$ cat config.mk
export PLATFORM = sky130hd
export DESIGN_NAME = alu_scheduler
export DESIGN_NICKNAME = d
export VERILOG_FILES = /design/src/rtl/alu_sched_pkg.sv /design/src/rtl/rr_arb2.sv /design/src/rtl/alu_scheduler.sv
export SDC_FILE = /design/constraint.sdc
export NUM_CORES = 1
export LEC_CHECK = 0
export BUFFER_PORTS_ARGS = -buffer_cell sky130_fd_sc_hd__buf_2
export CAP_MARGIN = 20
export CORE_MARGIN = 8
export CORE_UTILIZATION = 47
export CTS_BUF_LIST = sky130_fd_sc_hd__clkbuf_8
export CTS_CLUSTER_DIAMETER = 150
export CTS_CLUSTER_SIZE = 10
export DETAILED_ROUTE_END_ITERATION = 12
export PLACE_DENSITY = 0.87
export SETUP_SLACK_MARGIN = 0.2
export SLEW_MARGIN = 25
export SYNTH_ARGS = -nofsm -noshare
export SYNTH_HDL_FRONTEND = slang
export SYNTH_SLANG_ARGS = --single-unit
export TNS_END_PERCENT = 10
$ cat constraint.sdc
create_clock -name clk -period 4.2 [get_ports clk]
set_input_delay 0.21 -clock clk [delete_from_list [all_inputs] [get_ports clk]]
set_output_delay 0.21 -clock clk [all_outputs]
set_load 0.1 [all_outputs]
$ cat src/rtl/alu_sched_pkg.sv
// Shared definitions for alu_scheduler: FSM state encoding, unit select codes
// and the bit positions of the unit/function fields inside a 4-bit op.
package alu_sched_pkg;

  typedef enum logic [1:0] {
    ST_IDLE  = 2'd0,
    ST_ISSUE = 2'd1,
    ST_WAIT  = 2'd2,
    ST_RESP  = 2'd3
  } state_t;

  localparam logic [1:0] UNIT_ARITH = 2'b00;
  localparam logic [1:0] UNIT_LOGIC = 2'b01;
  localparam logic [1:0] UNIT_CMP   = 2'b10;
  localparam logic [1:0] UNIT_SHIFT = 2'b11;

  localparam int OP_UNIT_HI = 3;
  localparam int OP_UNIT_LO = 2;
  localparam int OP_FUNC_HI = 1;
  localparam int OP_FUNC_LO = 0;

  // Unit code -> one-hot enable vector, bit index equals the unit code.
  function automatic logic [3:0] unit_onehot(input logic [1:0] unit);
    return 4'b0001 << unit;
  endfunction

endpackage

$ cat src/rtl/rr_arb2.sv
// Two-way round-robin arbiter: when both request, the one not granted last
// wins. Purely combinational; the last-granted state lives in the caller.
module rr_arb2 (
  input  logic [1:0] i_req,
  input  logic       i_last,
  output logic [1:0] o_grant
);

  always_comb begin
    o_grant = 2'b00;
    case (i_req)
      2'b01:   o_grant = 2'b01;
      2'b10:   o_grant = 2'b10;
      2'b11:   o_grant = i_last ? 2'b01 : 2'b10;
      default: o_grant = 2'b00;
    endcase
  end

endmodule

$ cat src/rtl/alu_scheduler.sv
// Two-requester ALU scheduler: IDLE -> ISSUE -> WAIT -> RESP per operation.
// Define ALU_SCHED_TIMEOUT_EN to bound the WAIT dwell to timeout_cycles.
module alu_scheduler
  import alu_sched_pkg::*;
#(
  parameter int in_width       = 16,
  parameter int out_width      = 16,
  parameter int timeout_cycles = 8
) (
  input  logic                       clk,
  input  logic                       rst,
  input  logic                       req0_valid,
  input  logic                       req1_valid,
  output logic                       req0_ready,
  output logic                       req1_ready,
  input  logic signed [in_width-1:0] req0_a,
  input  logic signed [in_width-1:0] req0_b,
  input  logic signed [in_width-1:0] req1_a,
  input  logic signed [in_width-1:0] req1_b,
  input  logic [3:0]                 req0_op,
  input  logic [3:0]                 req1_op,
  output logic [in_width-1:0]        alu_a,
  output logic [in_width-1:0]        alu_b,
  output logic                       arith_enable,
  output logic                       logic_enable,
  output logic                       cmp_enable,
  output logic                       shift_enable,
  output logic [1:0]                 alu_func,
  input  logic [out_width-1:0]       alu_out,
  input  logic                       alu_flag,
  output logic                       rsp_valid,
  output logic                       rsp_id,
  output logic [out_width-1:0]       rsp_data,
  output logic                       rsp_err,
  input  logic                       rsp_ready
);

  state_t               r_state;
  logic                 r_last;
  logic                 r_id;
  logic [in_width-1:0]  r_alu_a;
  logic [in_width-1:0]  r_alu_b;
  logic [3:0]           r_en;
  logic [1:0]           r_func;
  logic                 r_rsp_valid;
  logic [out_width-1:0] r_rsp_data;

  logic [1:0]           w_grant;
  logic [3:0]           w_op;

  rr_arb2 u_arb (
    .i_req   ({req1_valid, req0_valid}),
    .i_last  (r_last),
    .o_grant (w_grant)
  );

  assign w_op = w_grant[1] ? req1_op : req0_op;

  // Ready must coincide with the accepting cycle, so it is decoded from state.
  assign req0_ready = (r_state == ST_IDLE) && w_grant[0];
  assign req1_ready = (r_state == ST_IDLE) && w_grant[1];

`ifdef ALU_SCHED_TIMEOUT_EN
  localparam int TMO_W = $clog2(timeout_cycles + 1);
  logic [TMO_W-1:0] r_tmo_cnt;
  logic             r_rsp_err;
  assign rsp_err = r_rsp_err;
`else
  assign rsp_err = 1'b0;
`endif

  always_ff @(posedge clk) begin
    if (rst) begin
      r_state     <= ST_IDLE;
      r_last      <= 1'b1;
      r_id        <= 1'b0;
      r_alu_a     <= '0;
      r_alu_b     <= '0;
      r_en        <= '0;
      r_func      <= '0;
      r_rsp_valid <= 1'b0;
      r_rsp_data  <= '0;
`ifdef ALU_SCHED_TIMEOUT_EN
      r_tmo_cnt   <= '0;
      r_rsp_err   <= 1'b0;
`endif
    end else begin
      // Enables and function code are one-cycle pulses during ISSUE.
      r_en   <= '0;
      r_func <= '0;
      case (r_state)
        ST_IDLE: begin
          if (|w_grant) begin
            r_id    <= w_grant[1];
            r_alu_a <= w_grant[1] ? req1_a : req0_a;
            r_alu_b <= w_grant[1] ? req1_b : req0_b;
            r_en    <= unit_onehot(w_op[OP_UNIT_HI:OP_UNIT_LO]);
            r_func  <= w_op[OP_FUNC_HI:OP_FUNC_LO];
            r_state <= ST_ISSUE;
          end
        end
        ST_ISSUE: begin
`ifdef ALU_SCHED_TIMEOUT_EN
          r_tmo_cnt <= '0;
`endif
          r_state <= ST_WAIT;
        end
        ST_WAIT: begin
          if (alu_flag) begin
            r_rsp_data  <= alu_out;
            r_rsp_valid <= 1'b1;
            r_alu_a     <= '0;
            r_alu_b     <= '0;
`ifdef ALU_SCHED_TIMEOUT_EN
            r_rsp_err   <= 1'b0;
`endif
            r_state     <= ST_RESP;
          end
`ifdef ALU_SCHED_TIMEOUT_EN
          else if (r_tmo_cnt == TMO_W'(timeout_cycles - 1)) begin
            r_rsp_data  <= '0;
            r_rsp_err   <= 1'b1;
            r_rsp_valid <= 1'b1;
            r_alu_a     <= '0;
            r_alu_b     <= '0;
            r_state     <= ST_RESP;
          end else begin
            r_tmo_cnt <= r_tmo_cnt + 1'b1;
          end
`endif
        end
        ST_RESP: begin
          if (rsp_ready) begin
            r_rsp_valid <= 1'b0;
            r_last      <= r_id;
            r_state     <= ST_IDLE;
          end
        end
        default: r_state <= ST_IDLE;
      endcase
    end
  end

  assign alu_a        = r_alu_a;
  assign alu_b        = r_alu_b;
  assign arith_enable = r_en[UNIT_ARITH];
  assign logic_enable = r_en[UNIT_LOGIC];
  assign cmp_enable   = r_en[UNIT_CMP];
  assign shift_enable = r_en[UNIT_SHIFT];
  assign alu_func     = r_func;
  assign rsp_valid    = r_rsp_valid;
  assign rsp_id       = r_id;
  assign rsp_data     = r_rsp_data;

endmodule

==> metrics, run 1 <==
drc violations 0; RSZ-0062 raised after global routing false; Core Util, Final between 60% and 70%; Yosys Warn Count 0; VDD IR max 0.4022 mV; area of the core around 0.0051 mm2; layout cell share with drive strength beyond 1 approximately 44%; total negative slack 0 ns; fmax approximately 0.46 GHz; cell area power density approximately 800 mW/mm2; remaining global-route overflow 0; cell area after synthesis 0.002451 mm2; Final Hold Fails 0; status finished clean; starting density of the core 48.30%; initial antenna violation count 0; Placed Cells incl. Taps between 400 and 500; Clock power frac 20.6%; Via density slightly above 5; combinational power share around 52%; Psw 1.512 mW; Setup Buffers After CTS 0; Port Buf Inserts between 150 and 200; Hold WC Path Type primary input to flop; Avg WL per Cell 15.57 um; hold depth 3; crit-path max FO 32; via count 2,347; die area between 0.007 and 0.008 mm2; clock sinks just under 60; worst skew pair latency around 0.32 ns; Worst Path Arrival approximately 2.4 ns; IO Pins 153; Post-DRT Antenna Nets 0; Max-Cap Viols 0; clk_skew roughly 0.0064 ns; first-pass GRT wire length 11,150 um; Hold WS about 0.12 ns; relative slew slack 40.44%; largest net degree at the start of global routing 39; commonest register cell after synthesis dfxtp_1; Final HPWL DP around 5600 um; Tcrit/Tclk final between 50% and 60%; area grow syn2layout 40.63%; die span in y 88.22 um; first-pass detailed-route iteration total 4; post-synthesis area per instance around 10 um2; switch share between 50% and 60%; Worst-Margin Slew 0.8934 ns; syn nets around 340; FFs w/ async S/R, synth 0%; vias in the first global route approximately 2,500; DRT iter0 DRCs 69; classification of the worst setup path flop to flop; Seq/Total Area, Yosys 48.19%; Pwr Total 2.808 mW; min Tclk post-route between 2 and 2.5 ns; static leakage 1.766 nW; Final setup viols 0; Int Power about 1.3 mW; post_cts resized 0; GPL Wtd Cong 0.7548; crit path capture type flop; htree depth 3; # nets final just under 500; library cells used by synthesis 31; post-route insts no fill between 400 and 500; startpoint types flop; CTS Hold Bufs 0; TritonCTS clock tree yes; Mapped Cells ~250; Yosys reg bits between 50 and 60; GRT Overall Usage between 10% and 20%; CTS clk-pin slew, worst paths 0.07 ns; Slew Limit Fails 0; Rows 26; number of flops mapped to enable cells by yosys 0; antenna cells 0; Die W 88.22 um; sequential power share a little over a quarter; CP Data Required Time 4.45 ns; Register-to-Register Path Depth 5; CTS Buf Count 9; internal reg-to-reg setup slack between 2 and 2.5 ns; Routed WL between 7000 and 8000 um; root buf cell clkbuf_8; Clock Tree Buf Depth 2
Yosys cell counts, types with 2 or more instances:
master / count / area [um2]
a21oi_1: 25 / 125.1
nand3_1: 5 / 25.02
o2bb2ai_1: 32 / 280.3
or3_1: 2 / 12.51
o211ai_1: 2 / 15.01
buf_4: 2 / 15.01
buf_6: 3 / 33.78
buf_2: 4 / 20.02
nand2b_1: 2 / 12.51
nand2_1: 42 / 157.7
a31o_1: 2 / 17.52
mux2i_1: 32 / 320.3
inv_1: 5 / 18.77
ha_1: 4 / 50.05
clkbuf_1: 6 / 22.52
nand3b_1: 4 / 30.03
dfxtp_1: 59 / 1181
kinds of logic (layout without fill, tap and decap cells):
logic type | count (synthesis) | in the layout | synth area share (%)
buf+inv | 21 | 173 | 4.645
compound gates | 67 | 67 | 20.52
fa+ha+maj | 4 | 4 | 2.042
other cells | 1 | 1 | 0.1530
simple gates | 61 | 61 | 11.38
flops | 59 | 59 | 48.19
mux | 32 | 32 | 13.07
worst max-delay path, stage by stage, from the launching register on:
cell,delay (ns)
dfxtp_1,0.33
inv_1,0.12
ha_1,0.28
or3b_4,0.45
a31oi_4,0.71
o2bb2ai_1,0.20
cells in the final DEF, fill, tap and decap left out, drive strengths merged:
| master | n |
|---|---|
| clkinv | 1 |
| mux2i | 32 |
| nand3 | 5 |
| clkbuf | 11 |
| o2111ai | 1 |
| buf | 152 |
| o311a | 1 |
| nand4 | 1 |
| or3b | 1 |
| ha | 4 |
| nand3b | 4 |
| and2 | 2 |
| conb | 1 |
| nor2 | 1 |
| nand2 | 42 |
| dfxtp | 59 |
| inv | 6 |
| a31oi | 1 |
| a21oi | 25 |
| o211ai | 2 |
| clkinvlp | 1 |
| or3 | 2 |
| a21bo | 1 |
| o2bb2ai | 32 |
| nand2b | 2 |
| a21boi | 1 |
| or2 | 1 |
| a22oi | 1 |
| a31o | 2 |
| bufinv | 2 |
flip-flops by register name (all words and copies together), names as in the netlist:
name       cells
alu_a         16
alu_b         16
rsp_data      16
r_en           4
alu_func       2
r_state        2
r_last         1
rsp_id         1
rsp_valid      1
metal layers:
layer	vias to the layer above	wire, um	GRT usage (%)
li1	1171	-	-
met1	1070	2724	17.58
met2	102	3629	32.32
met3	4	883	9.749
met4	0	33	5.991
met5	-	0	0
final timing paths:
kind                                   from           end
worst max-delay path             r_state[1]      alu_a[6]
worst min-delay path            alu_out[11]  rsp_data[11]
worst max register to register   r_state[1]      alu_a[6]
worst min register to register  rsp_data[9]   rsp_data[9]
power by group through the flow:
stage / clock [mW] / sequential, mW / combinational [mW]
6_report: 0.578 / 0.769 / 1.46
5_1_grt: 0.616 / 0.785 / 1.52
4_1_cts: 0.592 / 0.768 / 1.47
3_5_place_dp: 0 / 0.776 / 1.47
3_3_place_gp: 0 / 0.772 / 1.45
2_1_floorplan: 0 / 1.70 / 0.311
final cells by class:
class,count,area [um2]
inverter,5,18.77
tap,70,87.58
timing repair buffer,152,763.2
clock buffer,11,151.4
sequential,59,1181
clock inverter,5,76.32
multi-input combinational,165,1169
fill,415,1628
stage by stage:
step,area [um2],setup WS [ns]
after CTS,3441,2.000
final,3447,2.018
after floorplan,2451,1.816
after detailed placement,3213,2.029
after global routing,3447,1.904
after global placement,3213,2.170
(Power assumes the default switching activity.)
==> run 2: changes to the inputs <==
ABC_AREA = 1   (was not set)
CORE_UTILIZATION = 41   (was 47)
PLACE_DENSITY = 0.78   (was 0.87)
clock period = 1.9 ns   (was 4.2 ns; I/O delays follow)
==> run 2 against run 1 <==
Against the previous run:
- die area is 24% higher
- register-to-register slack worse by 1.6 ns
- worst hold slack worse by 0.10 ns
- power is 150% higher
- utilization is 9.7 points lower
- largest cell class is now multi-input gates
- largest power group unchanged
- highest routed layer unchanged
==> metrics, run 2 <==
number of flops mapped to enable cells by yosys 0 (unchanged); CTS clk-pin slew, worst paths 0.07 ns (about the same); first-pass detailed-route iteration total 4 (unchanged); VDD IR max 0.9286 mV (+130%); antenna cells 0 (unchanged); via count 3,029 (+29%); fmax 0.6291 GHz; RSZ-0062 raised after global routing true; die span in y 98.24 um (+11%); most common library cells after synthesis nand2_1 (118), inv_1 (77), dfxtp_1 (59), nor2_1 (43); CTS Buf Count 9 (unchanged); Avg WL per Cell 12.44 um (-20%); Via density 4.576 (-9.0%); Die W 98.24 um (+11%); CP Data Required Time 1.80 ns (-2.65 ns); Synth top area share 42.60% (-5.6 points); Clock Tree Buf Depth 2 (unchanged); CP endpoint req0_ready; cell area power density 1796 mW/mm2 (+120%); # nets final 675 (+38%); Routed WL 8234 um (+13%); Final setup viols 0 (unchanged); syn nets 522 (+52%); Mapped Cells 424 (+73%); initial antenna violation count 0 (unchanged); cell area after synthesis 0.002773 mm2 (+13%); Register-to-Register Path Depth 7 (+2); placed cell areas 0.003600 mm2 (+12%); GRT busiest layer met2; Psw 3.846 mW (+150%); FFs w/ async S/R, synth 0% (unchanged); area grow syn2layout 40.34%; crit path capture type primary output; Hold WC Path Type primary input to flop; GRT Overall Usage 16.96% (-1.2 points); Slew Limit Fails 0 (unchanged); vias in the first global route 2,978 (+18%); crit-path max FO 5 (-84%); met3 GRT Util 8.606% (-1.1 points); design area 0.003891 mm2 (+13%); Worst Path Arrival 1.49 ns (-0.94 ns); largest net degree at the start of global routing 33 (-15%); GPL Wtd Cong 0.8603 (+14%); largest area contributor in the netlist dfxtp_1; Max-Cap Viols 0 (unchanged); Reg-to-Reg End alu_b[2]; Seq/Total Area, Yosys 42.60% (-5.6 points); crit path from r_state[0]; commonest non-fill, non-tap cell in the layout buf_2; layout cell share with drive strength beyond 1 31.79% (-12 points); commonest register cell after synthesis dfxtp_1; area of the core 0.006681 mm2 (+32%); switch share 55.04% (+1.2 points); min Tclk post-route ~1.6 ns; Int Power 3.142 mW (+140%); combinational power share 57.1% (+5.1 points); most common cell in the netlist nand2_1; post-synthesis area per instance 6.539 um2 (-35%); Clock power frac 18.3% (-2.3 points); IO Pins 153 (unchanged); total negative slack 0 ns (unchanged); Final Hold Fails 0 (unchanged); root buf cell clkbuf_8; sequential power share 24.6% (-2.8 points); hold depth 3 (unchanged); Tcrit/Tclk final 83.66%; Yosys reg bits 59 (unchanged); remaining global-route overflow 0 (unchanged); Setup Buffers After CTS 0 (unchanged); commonest cells after routing, fill and taps aside buf_2 (149), nand2_1 (116), inv_1 (78); drc violations 0 (unchanged); TritonCTS clock tree yes; top post-synthesis cells by area dfxtp_1 (43%), nand2_1 (16%), inv_1 (10%), a21oi_1 (6.5%), nand3_1 (6.5%); htree depth 3 (unchanged); Rows 30 (+15%); reg-to-reg startpoint r_state[0]; Port Buf Inserts 151 (unchanged); startpoint types flop; starting density of the core 41.50% (-6.8 points); met2 Use GR 29.14% (-3.2 points); first-pass GRT wire length 13,460 um (+21%); Pwr Total 6.989 mW (+150%); Post-DRT Antenna Nets 0 (unchanged); clock sinks 59 (unchanged); clk_skew 0.008664 ns (+0.002242 ns); worst skew pair latency 0.33 ns (about the same); library cells used by synthesis 22 (-29%); DRT iter0 DRCs 68 (-1.4%); status finished clean; Final HPWL DP 6454 um (+15%); internal reg-to-reg setup slack 0.42 ns (-1.60 ns); met1 Resource Use GR 16.92% (-0.66 points); static leakage 2.206 nW (+25%); die area 0.009650 mm2 (+24%); Yosys Warn Count 0 (unchanged); classification of the worst setup path flop to primary output
run 2: cell count changes in the layout (fill, tap and decap cells not counted), sizes merged, moves of 3 or more:
| cell | before | now |
|---|---|---|
| o21ai | 0 | 20 |
| dlygate4sd3 | 0 | 3 |
| nor2 | 1 | 45 |
| inv | 6 | 79 |
| nand3 | 5 | 36 |
| o2bb2ai | 32 | 0 |
| nand2 | 42 | 119 |
| buf | 152 | 160 |
| mux2i | 32 | 0 |
| a21oi | 25 | 37 |
| nand3b | 4 | 0 |
run 2: how the worst min path moves through the flow:
| stage | slack, ns | startpoint | endpoint |
|---|---|---|---|
| finish | 0.02 | alu_out[7] | rsp_data[7] |
| global route | 0.02 | req1_op[0] | alu_func[0] |
| CTS | 0.001 | alu_out[6] | rsp_data[6] |
| detailed placement | 0.35 | req0_op[1] | alu_func[1] |
| global placement | 0.34 | req0_op[1] | alu_func[1] |
| floorplan | 0.23 | req0_op[0] | alu_func[0] |
run 2: layer usage:
layer,up-vias,routed length (um)
li1,1580,-
met1,1341,3239
met2,96,3951
met3,12,922
met4,0,120
met5,-,0
run 2: final cells by class:
cell class | instances | area, um2
sequential | 59 | 1181
clock inverter | 5 | 76.32
multi-input combinational | 264 | 1184
timing repair buffer | 164 | 898.4
clock buffer | 11 | 151.4
tap | 80 | 100.1
fill | 671 | 2790
inverter | 79 | 300.3
run 2: cell families after synthesis:
logic type               synth area share (%)
AND/OR/NAND/NOR                         28.97
AO/OA/AOI/OAI                           11.06
buffers and inverters                   15.43
flip-flops                              42.60
adder cells (fa/ha/maj)                 1.805
other                                  0.1352
run 2: per-stage QoR:
step                util, %  setup WS, ns  hold slack [ns]  std cells
finish                58.24        0.3104          0.01819        662
floorplan                 -        0.4055           0.2342        424
detailed placement    53.88        0.2399           0.3509        642
global route          58.24        0.1916          0.02072        662
CTS                   57.77        0.2308         0.001000        661
global placement      53.88        0.3450           0.3430        642
run 2: critical path: stages (launching register included):
cell,delay [ns]
dfxtp_1,0.32
inv_1,0.10
ha_1,0.28
o211a_1,0.18
buf_4,0.29
run 2: power groups by stage:
stage          logic (mW)  registers, mW  clock network (mW)
2_1_floorplan        1.06           3.87                   0
3_3_place_gp         3.90           1.73                   0
3_5_place_dp         3.93           1.75                   0
4_1_cts              3.95           1.72                1.31
5_1_grt              4.24           1.76                1.35
6_report             3.99           1.72                1.28
run 2: timing repair:
action / 4_1_cts / 5_1_grt
gates cloned: 0 / 1
hold buffers: 3 / 0
endpoints found under the setup margin: 1 / 21
resized for setup: 1 / 8
hold endpoints to repair: 2 / 0
pin swaps: 0 / 0
==> run 3: changes to the inputs <==
ABC_AREA = 0   (was 1)
CORE_UTILIZATION = 40   (was 41)
PLACE_DENSITY = 0.79   (was 0.78)
clock period = 1.3 ns   (was 1.9 ns; I/O delays follow)
==> run 3 against run 2 <==
Against the previous run:
- largest cell class is now non-clock buffers
- die area down 7.9%
- largest power group unchanged
- clock power up 77%
- clock skew about the same
- critical path depth up 3
- the flow now finishes with violations (negative setup slack)
- combinational power up 50%
- power up 55%
- worst setup slack worse by 0.59 ns
- via count down 13%
- final cell count down 21%
==> metrics, run 3 (synthesized netlist as in run 1, its figures left out) <==
Port Buf Inserts 151 (unchanged); metal3 WL 870 um (-5.6%); clock sinks 59 (unchanged); area of the core 0.005921 mm2 (-11%); Post-DRT Antenna Nets 0 (unchanged); GPL Wtd Cong 0.7573 (-12%); Rows 28 (-6.7%); Tcrit/Tclk final 121.3%; status complete, but fails checks; root buf cell clkbuf_8; drc violations 0 (unchanged); failing checks negative setup slack; design area 0.004503 mm2 (+16%); classification of the worst setup path flop to flop; largest net degree at the start of global routing 33 (unchanged); Die W 94.28 um (-4.0%); Via density 5.057 (+11%); Final Hold Fails 0 (unchanged); htree depth 3 (unchanged); min Tclk post-route 1.577 ns; WL met1 3378 um (+4.3%); die area 0.008889 mm2 (-7.9%); commonest cells after routing, fill and taps aside buf_2 (99), dfxtp_1 (56), buf_4 (48); die span in y 94.28 um (-4.0%); layout cell share with drive strength beyond 1 52.57% (+21 points); startpoint types flop; Routed WL 8967 um (+8.9%); Placed Cells incl. Taps 469 (-27%); crit-path max FO 8 (+3); remaining global-route overflow 0 (unchanged); GRT Overall Usage 19.38% (+2.4 points); IO Pins 153 (unchanged); first-pass GRT wire length 13,550 um (+0.67%); first-pass detailed-route iteration total 4 (unchanged); Max-Cap Viols 0 (unchanged); via count 2,645 (-13%); fmax roughly 0.63 GHz; static leakage 2.162 nW (-2.0%); Hold WC Path Type primary input to flop; DRT iter0 DRCs 81 (+19%); TritonCTS clock tree yes; initial antenna violation count 1 (+1); crit path capture type flop; min setup slack post-route -0.2768 ns (-0.5872 ns); commonest non-fill, non-tap cell in the layout buf_2; cell area power density 2411 mW/mm2 (+34%); vias in the first global route 2,813 (-5.5%); CP max-delay cell or3b_4; Clock Tree Buf Depth 2 (unchanged); placed cell areas 0.003422 mm2 (-4.9%); relative slew slack roughly two thirds; met2 routed WL 4623 um (+17%); # nets final 540 (-20%); starting density of the core 41.40% (-0.099 points); RSZ-0062 raised after global routing true; Final setup viols 44 (+44); Slowest Stage Delay on Critical Path 0.39 ns (+0.07 ns); worst slack, placed -0.2984 ns (-0.5383 ns); Final HPWL DP 5699 um (-12%); CTS Buf Count 9 (unchanged); Slew Limit Fails 0 (unchanged); top layer in use met4; Worst Path Arrival 1.83 ns (+0.34 ns); post-route insts no fill 523 (-21%); VDD IR max 1.770 mV (+91%); CP Data Required Time 1.56 ns (-0.24 ns); CTS clk-pin slew, worst paths 0.07 ns (about the same); Worst-Margin Slew roughly 0.51 ns; Core Util, Final 76.06% (+18 points); critical path, cell by cell inv_2 -> ha_4 -> or3b_4 -> a31oi_4 -> buf_6 -> clkbuf_16 -> o2bb2ai_1; area grow syn2layout 83.72%; clk_skew 0.008887 ns (+0.0002233 ns); Avg WL per Cell 17.15 um (+38%); Hold WS 0.009505 ns (-0.008687 ns); worst skew pair latency 0.33 ns (about the same)
## run 3: layout make-up
type / instances / area (um2)
Sequential cell: 59 / 1185
Multi-Input combinational cell: 166 / 1384
Fill cell: 394 / 1418
Tap cell: 75 / 93.84
Clock inverter: 5 / 123.9
Timing Repair Buffer: 201 / 1544
Antenna cell: 1 / 2.502
Clock buffer: 11 / 151.4
Inverter: 5 / 18.77
## run 3: final timing paths
kind / from / to / slack (ns) / cells past startpoint
setup / recovery: r_state[0] / alu_a[0] / -0.28 / 7
hold / removal: req1_a[1] / alu_a[1] / 0.01 / 3
setup reg to reg: r_state[0] / alu_a[0] / -0.28 / 7
hold reg to reg: rsp_data[11] / rsp_data[11] / 0.46 / 2
## run 3: what timing repair did
item                                    in CTS  in global routing
hold endpoints to repair                    25                  0
hold buffers                                29                  0
resized for setup                           79                 28
gates cloned                                 4                  1
setup buffers                                3                  0
endpoints found under the setup margin     116                 76
pin swaps                                    3                  2
## run 3: worst max-delay path: cells and delay by family (launching register included)
family | cells | cell delay, ns
AOI/OAI and AO/OA | 2 | 0.28
buffers and inverters | 3 | 0.38
adders and majority gates | 1 | 0.13
and+or+nand+nor | 1 | 0.39
DFF | 1 | 0.32
## run 3: per-stage QoR
step | setup TNS [ns] | total power, mW
after floorplan | -8.311 | 6.529
after global placement | -10.11 | 7.498
after detailed placement | -12.62 | 7.549
after CTS | -9.160 | 10.63
after global routing | -12.13 | 11.23
final | -9.010 | 10.86
## run 3: power by group
group / switching, mW / internal (mW) / total, mW
clock: 0.709 / 1.57 / 2.27
sequential: 0.333 / 2.26 / 2.59
combinational: 4.27 / 1.72 / 5.99
## run 3: routing by layer
metal  up-vias  global-route usage, %
met1      1241                  19.50
li1       1287                      -
met2       107                  34.30
met4         0                  8.190
met5         -                      0
met3        10                  7.994
